### src/rtl/amradio_wd_pkg.sv
// Shared definitions for the heartbeat generator and the watchdog it feeds:
// state enumeration and default configuration widths/limits.
package amradio_wd_pkg;

    localparam int PERIOD_W_DEF = 32;  // width of beat-interval config and timer
    localparam int MISS_MAX_DEF = 3;   // consecutive misses before stalling
    localparam int MISS_W       = 4;   // width of the miss counter
    localparam int HB_COUNT_W   = 16;  // width of the issued-beat counter

    typedef enum logic [1:0] {
        ST_IDLE    = 2'd0,
        ST_RUN     = 2'd1,
        ST_STALLED = 2'd2
    } hb_state_e;

endpackage

### src/rtl/hb_interval_timer.sv
// Down-counting interval timer: loads a value on request, decrements on
// request, and flags when it has reached zero.
module hb_interval_timer #(
    parameter int WIDTH = 32
) (
    input  logic             clk,
    input  logic             rstn,
    input  logic             load,
    input  logic [WIDTH-1:0] load_value,
    input  logic             dec,
    output logic             zero
);

    logic [WIDTH-1:0] count_q;
    logic [WIDTH-1:0] count_d;

    // Next count: load has priority over decrement; never wraps below zero.
    always_comb begin
        // NOTE: every combinational output gets a default first so no path
        // leaves it unassigned, which would otherwise infer a latch.
        count_d = count_q;
        if (load) begin
            count_d = load_value;
        end else if (dec && (count_q != '0)) begin
            count_d = count_q - WIDTH'(1);
        end
    end

    // Count register with synchronous active-low reset.
    always_ff @(posedge clk) begin
        // NOTE: flops use non-blocking assignments so every register samples
        // the pre-edge values of its sources, independent of block order.
        if (!rstn) begin
            count_q <= '0;
        end else begin
            count_q <= count_d;
        end
    end

    assign zero = (count_q == '0);

endmodule

### src/rtl/heartbeat_generator.sv
// Heartbeat generator: issues a registered single-cycle beat to the watchdog
// once per interval, but only if the monitored DSP path showed liveness.
// Repeated silent intervals stall the block until liveness reappears.
module heartbeat_generator
    import amradio_wd_pkg::*;
#(
    parameter int PERIOD_W = PERIOD_W_DEF,
    parameter int MISS_MAX = MISS_MAX_DEF
) (
    input  logic                  clk,
    input  logic                  rstn,
    input  logic                  enable,
    input  logic [PERIOD_W-1:0]   period,
    input  logic                  alive_strobe,
    input  logic                  wd_warning,
    output logic                  heartbeat,
    output logic                  stalled,
    output logic [HB_COUNT_W-1:0] hb_count
);

    localparam logic [MISS_W-1:0] MISS_LIMIT = MISS_W'(MISS_MAX);

    hb_state_e             state_q, state_d;
    logic                  alive_seen_q, alive_seen_d;
    logic [MISS_W-1:0]     miss_cnt_q, miss_cnt_d;
    logic                  heartbeat_q, heartbeat_d;
    logic [HB_COUNT_W-1:0] hb_count_q, hb_count_d;

    logic                  tmr_load;
    logic                  tmr_dec;
    logic                  tmr_zero;
    logic [PERIOD_W-1:0]   reload_value;
    logic                  live;
    logic                  eval;
    logic [MISS_W-1:0]     miss_inc;

    // Reload value is max(period, 2) - 1, so an interval is never shorter
    // than two cycles and a beat can never follow a beat directly.
    always_comb begin
        reload_value = period - PERIOD_W'(1);
        if (period < PERIOD_W'(2)) begin
            reload_value = PERIOD_W'(1);
        end
    end

    // Liveness is either remembered from earlier in the interval or arriving
    // now. An early (warning) evaluation is ignored in the cycle the beat is
    // on the output, keeping beats at least one idle cycle apart.
    assign live     = alive_seen_q | alive_strobe;
    assign eval     = tmr_zero | (wd_warning & ~heartbeat_q);
    assign miss_inc = miss_cnt_q + MISS_W'(1);

    hb_interval_timer #(
        .WIDTH (PERIOD_W)
    ) u_timer (
        .clk        (clk),
        .rstn       (rstn),
        .load       (tmr_load),
        .load_value (reload_value),
        .dec        (tmr_dec),
        .zero       (tmr_zero)
    );

    // Next-state, beat evaluation and timer control.
    always_comb begin
        state_d      = state_q;
        alive_seen_d = alive_seen_q;
        miss_cnt_d   = miss_cnt_q;
        heartbeat_d  = 1'b0;
        hb_count_d   = hb_count_q;
        tmr_load     = 1'b0;
        tmr_dec      = 1'b0;

        if (!enable) begin
            state_d = ST_IDLE;
        end else begin
            case (state_q)
                ST_IDLE: begin
                    state_d      = ST_RUN;
                    tmr_load     = 1'b1;
                    alive_seen_d = 1'b0;
                    miss_cnt_d   = '0;
                end
                ST_RUN: begin
                    if (eval && live) begin
                        // Beat: one evaluation even if timer and warning coincide.
                        heartbeat_d  = 1'b1;
                        hb_count_d   = hb_count_q + HB_COUNT_W'(1);
                        miss_cnt_d   = '0;
                        alive_seen_d = 1'b0;
                        tmr_load     = 1'b1;
                    end else if (tmr_zero) begin
                        // Interval expired without liveness: count a miss.
                        miss_cnt_d   = miss_inc;
                        alive_seen_d = 1'b0;
                        tmr_load     = 1'b1;
                        if (miss_inc >= MISS_LIMIT) begin
                            state_d = ST_STALLED;
                        end
                    end else begin
                        // Mid-interval (or silent warning): keep counting.
                        tmr_dec      = 1'b1;
                        alive_seen_d = live;
                    end
                end
                ST_STALLED: begin
                    if (alive_strobe) begin
                        state_d      = ST_RUN;
                        tmr_load     = 1'b1;
                        miss_cnt_d   = '0;
                        alive_seen_d = 1'b0;
                    end
                end
                default: begin
                    state_d = ST_IDLE;
                end
            endcase
        end
    end

    // State registers; reset overrides every other input on its edge.
    always_ff @(posedge clk) begin
        if (!rstn) begin
            state_q      <= ST_IDLE;
            alive_seen_q <= 1'b0;
            miss_cnt_q   <= '0;
            heartbeat_q  <= 1'b0;
            hb_count_q   <= '0;
        end else begin
            state_q      <= state_d;
            alive_seen_q <= alive_seen_d;
            miss_cnt_q   <= miss_cnt_d;
            heartbeat_q  <= heartbeat_d;
            hb_count_q   <= hb_count_d;
        end
    end

    assign heartbeat = heartbeat_q;
    assign stalled   = (state_q == ST_STALLED);
    assign hb_count  = hb_count_q;

endmodule

### config.mk
export PLATFORM = sky130hd
export DESIGN_NAME = heartbeat_generator
export DESIGN_NICKNAME = d
export VERILOG_FILES = /design/src/rtl/amradio_wd_pkg.sv /design/src/rtl/hb_interval_timer.sv /design/src/rtl/heartbeat_generator.sv
export SDC_FILE = /design/constraint.sdc
export NUM_CORES = 1
export LEC_CHECK = 0
export CAP_MARGIN = 15
export CORE_UTILIZATION = 40
export DETAILED_ROUTE_END_ITERATION = 7
export PLACE_DENSITY = 0.64
export SYNTH_ARGS = -nofsm -noshare
export SYNTH_HDL_FRONTEND = slang
export SYNTH_SLANG_ARGS = --single-unit
### constraint.sdc
create_clock -name clk -period 5.4 [get_ports clk]
set_clock_uncertainty 0.1 [all_clocks]
set_input_delay 1.08 -clock clk [delete_from_list [all_inputs] [get_ports clk]]
set_output_delay 1.08 -clock clk [all_outputs]
set_load 0.01 [all_outputs]
### Yosys cells after proc, flatten, opt, wreduce, memory -nomap -nowiden

Index checks and enable logic that the tools add are counted.

| storage, ports and cells | value |
|---|---|
| register bits | 56 |
| output and inout bits | 18 |

| operators by class | value |
|---|---|
| order comparisons | 2 |
| equality and inequality tests | 7 |
| bitwise gates (word level) | 4 |
| muxes and demuxes | 26 |
| reductions and logical operators | 13 |
| add/subtract/negate cells | 4 |

Operator list:

| operator | number |
|---|---|
| $mux 32 | 3 |
| $sub 32x1->32 const B | 2 |
| $logic_not 32->1 | 1 |
| $lt 32x2->1 const B | 1 |
| $reduce_bool 32->1 | 1 |
| $add 16x1->16 const B | 1 |
| $mux 1 | 12 |
| $mux 4 | 3 |
| $pmux 4 s3 | 1 |
| $reduce_and 3->1 | 3 |
| $mux 2 | 4 |
| $ne 2x2->1 const B | 4 |
| $reduce_and 4->1 | 2 |
| $pmux 1 s3 | 2 |
| $pmux 2 s3 | 1 |
| $add 4x1->4 const B | 1 |
| $ge 4x2->1 const B | 1 |
| $ne 3x3->1 const B | 1 |
| $reduce_bool 3->1 | 1 |
| $eq 2x1->1 const B | 1 |
| $eq 2x2->1 const B | 1 |
| $logic_and 1x1->1 | 2 |
| $logic_not 2->1 | 1 |
| $or 1x1->1 | 2 |
| 4 further kinds | 4 |

### Depth between registers and ports, before layout

| depth | value |
|---|---|
| depth in word-level cells | 10 |
| depth in mapped cells | 10 |

### Cells and area by module

From an unflattened synthesis, not the netlist that was laid out.

| unflattened totals | value |
|---|---|
| cells, all modules | 495 |
| area total of the unflattened synthesis | 3961.3 um2 |

Modules (own cells, without submodules):

| module | times used | cells an instance | area an instance (um2) |
|---|---|---|---|
| heartbeat_generator | 1 | 266 | 2025.7 |
| hb_interval_timer | 1 | 229 | 1935.6 |

### Worst setup path before layout

Ideal clock, no wire load.

| path | value |
|---|---|
| kind | input port to flip-flop |
| start point | input port period[0] |
| end point | register u_timer.count_q[28] |
| setup time | 0.120 ns |
| arrival time | 3.208 ns |
| buffers on the path | 1 |
| setup slack | 1.972 ns |
| stages on the path | 9 |
| path through | inv_1 > ha_1 > or4b_2 > clkbuf_1 > or4_1 > nor4_1 > xnor2_1 > nor2_1 > o31a_1 |

| between the ends | value |
|---|---|
| longest elaborated chain between the ends | 3 |
| elaborated cells between the ends (all ways) | 4 |

Ends and longest elaborated chain:

| what | RTL line | text |
|---|---|---|
| start: declaration | heartbeat_generator.sv:13 | `input logic [PERIOD_W-1:0] period,` |
| $sub 32x1->32 or $lt 32x2->1 (tied branches) | heartbeat_generator.sv:40, heartbeat_generator.sv:41 |  |
| $mux 32 * | heartbeat_generator.sv:41 | `if (period < PERIOD_W'(2)) begin` |
| $mux 32 * | hb_interval_timer.sv:22 | `if (load) begin` |
| end signal: assignment | hb_interval_timer.sv:36 | `count_q <= count_d;` |
| end: declaration | hb_interval_timer.sv:14 | `logic [WIDTH-1:0] count_q;` |

Every way passes the cells marked *; elsewhere a longest branch is shown, timed or not.
A chain may end at the register's enable or synchronous reset.

### Final worst setup path

| path | value |
|---|---|
| start point | input port period[1] |
| end point | register u_timer.count_q[28] |

The elaborated chain is that of the path after synthesis.

==> impl_metrics.tcl <==
set metrics [dict create \
    wl_met2_mm 4.59 \
    yosysWarnings 0 \
    rsz0062_at_grt "false" \
    r2r_end "u_timer.count_q[23]" \
    die_y_um 99.9 \
    worst_r2r_startpoint "u_timer.count_q[20]" \
    grt.overflow.total 0 \
    antenna_left 0 \
    required_ns 5.52 \
    setup_viol 0 \
    hold_path.class "reg -> reg" \
    cap_violations 0 \
    yosys.area_share.simple_pct 33.0 \
    cts-root-buf "clkbuf_8" \
    fp.dieW_um 99.9 \
    post_cts_resized 0 \
    power_density_nw_per_um2 197 \
    clock_latency_ns 0.32 \
    synth-compound-area-share_pct 17.6 \
    max_stage_delay_ns 0.71 \
    hold_violations 0 \
    firstDrtPassIters 4 \
    wl_per_cell_um 15.8 \
    muxShareOfSynthArea_pct 1.57 \
    cp_num_cells 9 \
    multi_input_area_um2 2550 \
    hpwlAfterDp_mm 7.74 \
    finalCritPeriodShare_pct 68.5 \
    p_leak_nw 1.43 \
    relSlewSlack_pct 53.8 \
    core.rowCount 35 \
    synth_top_family_by_area "simple AND/OR/NAND/NOR gates" \
    antenna_found_initial 0 \
    clock_path_buffers 2 \
    drc 0 \
    grt_max_degree 30 \
    port_buffers 54 \
    path_buf_inv 2 \
    grt_pass1_vias 3401 \
    crit_path_start_kind "input port" \
    path_cells "clkdlybuf4s50_1 > inv_1 > ha_1 > or4b_2 > or4_1 > nor4_1 > xnor2_1 > nor2_1 > o31a_1" \
    gp_routability_congestion 0.887 \
    coreArea_um2 9280 \
    io_pins 55 \
    synthAdderAreaFrac_pct 1.96 \
    synthTopCellsByArea "dfxtp_1 (29%), xnor2_1 (8.0%), nor4_1 (6.2%), xor2_1 (4.3%), nor2_1 (4.3%)" \
    slowest_stage "or4b_2" \
    wl_met3_um 827 \
    synth_ff_type "dfxtp_1" \
    finalCriticalPeriod_ns 3.70 \
    synth_edf_count 0 \
    synth.most_common_cell "dfxtp_1" \
    fillers 982 \
    synthCells 485 \
    drive_gt1_share_pct 6.79 \
    ys_top_cells_by_count "dfxtp_1 (56), nor2_1 (44), nor4_1 (38)" \
    hold_buffers 0 \
    yosysTopAreaCell "dfxtp_1" \
    worst_pin_slew_ns 0.693 \
    synthArstFlopShare_pct 0 \
    critical_path.max_fanout 8 \
    cts_buffers 5 \
    ys_ff_latch 56 \
    setup_tns_ns 0 \
    cp-startpoint "period[1]" \
    cpLargestDelayFamily "simple AND/OR/NAND/NOR gates" \
    synth_top_area_share_pct 29.2 \
    critPathCapture "u_timer.count_q[28]" \
    die-area_um2 9990 \
    arrival_ns 3.81 \
    post-cts-setup-buffers 0 \
    grt_first_pass_wirelength_mm 16.8 \
    ff2ff_path_depth 7 \
    finish.utilization_pct 49.3 \
    vdd_drop_max_uv 97.8 \
    drv_slew 0 \
    regArea_um2 1120 \
    first_iter_violations 299 \
    synthXorXnorAreaFrac_pct 12.3 \
    syn_area_per_cell_um2 7.91 \
    cp-end-kind "flip-flop" \
    r2r_slack_ns 2.18 \
    nets 572 \
    cts_tree "built" \
    clk_pin_slew_ns 0.11 \
    synth_nets 528 \
    start_util_pct 41.3 \
    synth_area_um2 3840 \
    dr.max_layer_used "met4" \
    outcome "finished clean" \
    crit_type "in -> reg" \
    cts.sinks 56 \
    ys_seq_area_share_pct 29.2 \
    grt_use_total_pct 21.0 \
    avgViaCountPerCell 5.81 \
    via_count 3831 \
    timing.fmax_mhz 270 \
    h-tree-depth 2 \
    drt-met1-wl_mm 4.83 \
    antennaDiodeCount 0 \
    area_growth_pct 19.2 \
    routed_wirelength_mm 10.4 \
    synth_cell_types 65 \
]
==> final cells by class <==
type | count | share of cell area, %
sequential | 56 | 24.5
clock buffer | 5 | 1.50
timing repair buffer | 62 | 13.1
inverter | 13 | 1.07
multi-input combinational | 391 | 55.8
clock inverter | 3 | 0.492
tap | 129 | 3.53
==> worst reg2reg max path: cells and delay by family (launching register included) <==
family | cells | cell delay [ns]
DFF | 1 | 0.38
AOI/OAI and AO/OA | 4 | 1.37
and+or+nand+nor | 2 | 1.06
buffers and inverters | 1 | 0.22
==> cells in the final DEF (no fill, tap or decap), types with 3 or more instances in the layout <==
cell	count
nand3_1	13
o21a_1	5
buf_4	8
nor4_1	38
or4_1	12
dfxtp_1	56
and3_1	3
nand2_1	37
o31a_1	3
ha_1	6
nor3_1	22
mux2i_1	6
a21oi_1	19
o21ai_0	16
clkbuf_8	5
o32ai_1	5
clkdlybuf4s50_1	54
xnor2_1	35
nand2b_1	5
nor2_1	44
or2_2	6
nand4_1	18
inv_1	12
or3_1	4
nand3b_1	5
a31oi_1	5
and2_1	5
o31ai_1	4
a211oi_1	3
xor2_1	19
o22ai_1	9
==> worst min-delay path by stage <==
stage / startpoint / to / slack, ns / cells after the start
after floorplan: miss_cnt_q[3] / miss_cnt_q[3] / 0.36 / 1
after global placement: hb_count[15] / hb_count[15] / 0.36 / 2
after detailed placement: hb_count[15] / hb_count[15] / 0.37 / 2
after CTS: hb_count[15] / hb_count[15] / 0.39 / 2
after global routing: hb_count[15] / hb_count[15] / 0.41 / 2
final: hb_count[15] / hb_count[15] / 0.38 / 2
==> cells by family (layout without fill, tap and decap cells) <==
family | Yosys count | count (layout)
AO/OA/AOI/OAI | 96 | 96
XOR/XNOR | 54 | 54
adder cells (fa/ha/maj) | 6 | 6
buffers and inverters | 38 | 83
flip-flops | 56 | 56
multiplexers | 6 | 6
AND/OR/NAND/NOR | 229 | 229
==> state kept, by name, summed over array words and instances, names as in the netlist <==
name,count
alive_seen_q,1
hb_count,16
heartbeat,1
miss_cnt_q,4
state_q,2
u_timer.count_q,32
==> layer usage <==
layer,global-route usage (%),up-vias
met5,0,-
met4,6.56,0
met3,3.41,14
met2,34.4,148
met1,28.3,1763
li1,-,1906
==> where the power goes <==
part / total (mW) / switching, mW / internal, mW / leakage, nW
clock network: 0.240 / 0.147 / 0.0935 / 0.0485
logic: 0.206 / 0.118 / 0.0879 / 0.922
registers: 0.455 / 0.0225 / 0.432 / 0.458
==> stage by stage <==
stage                     total power [mW]  setup slack [ns]  std cells  hold slack (ns)  cell area (µm²)
after floorplan                      0.589              1.97        485            0.359             3840
after global placement               0.663              1.43        651            0.358             4480
after detailed placement             0.667              1.39        651            0.371             4480
after CTS                            0.907              1.72        659            0.386             4570
after global routing                 0.940              1.63        659            0.409             4570
final                                0.901              1.70        659            0.380             4570
No activity file was read; power rests on OpenSTA's default activity.
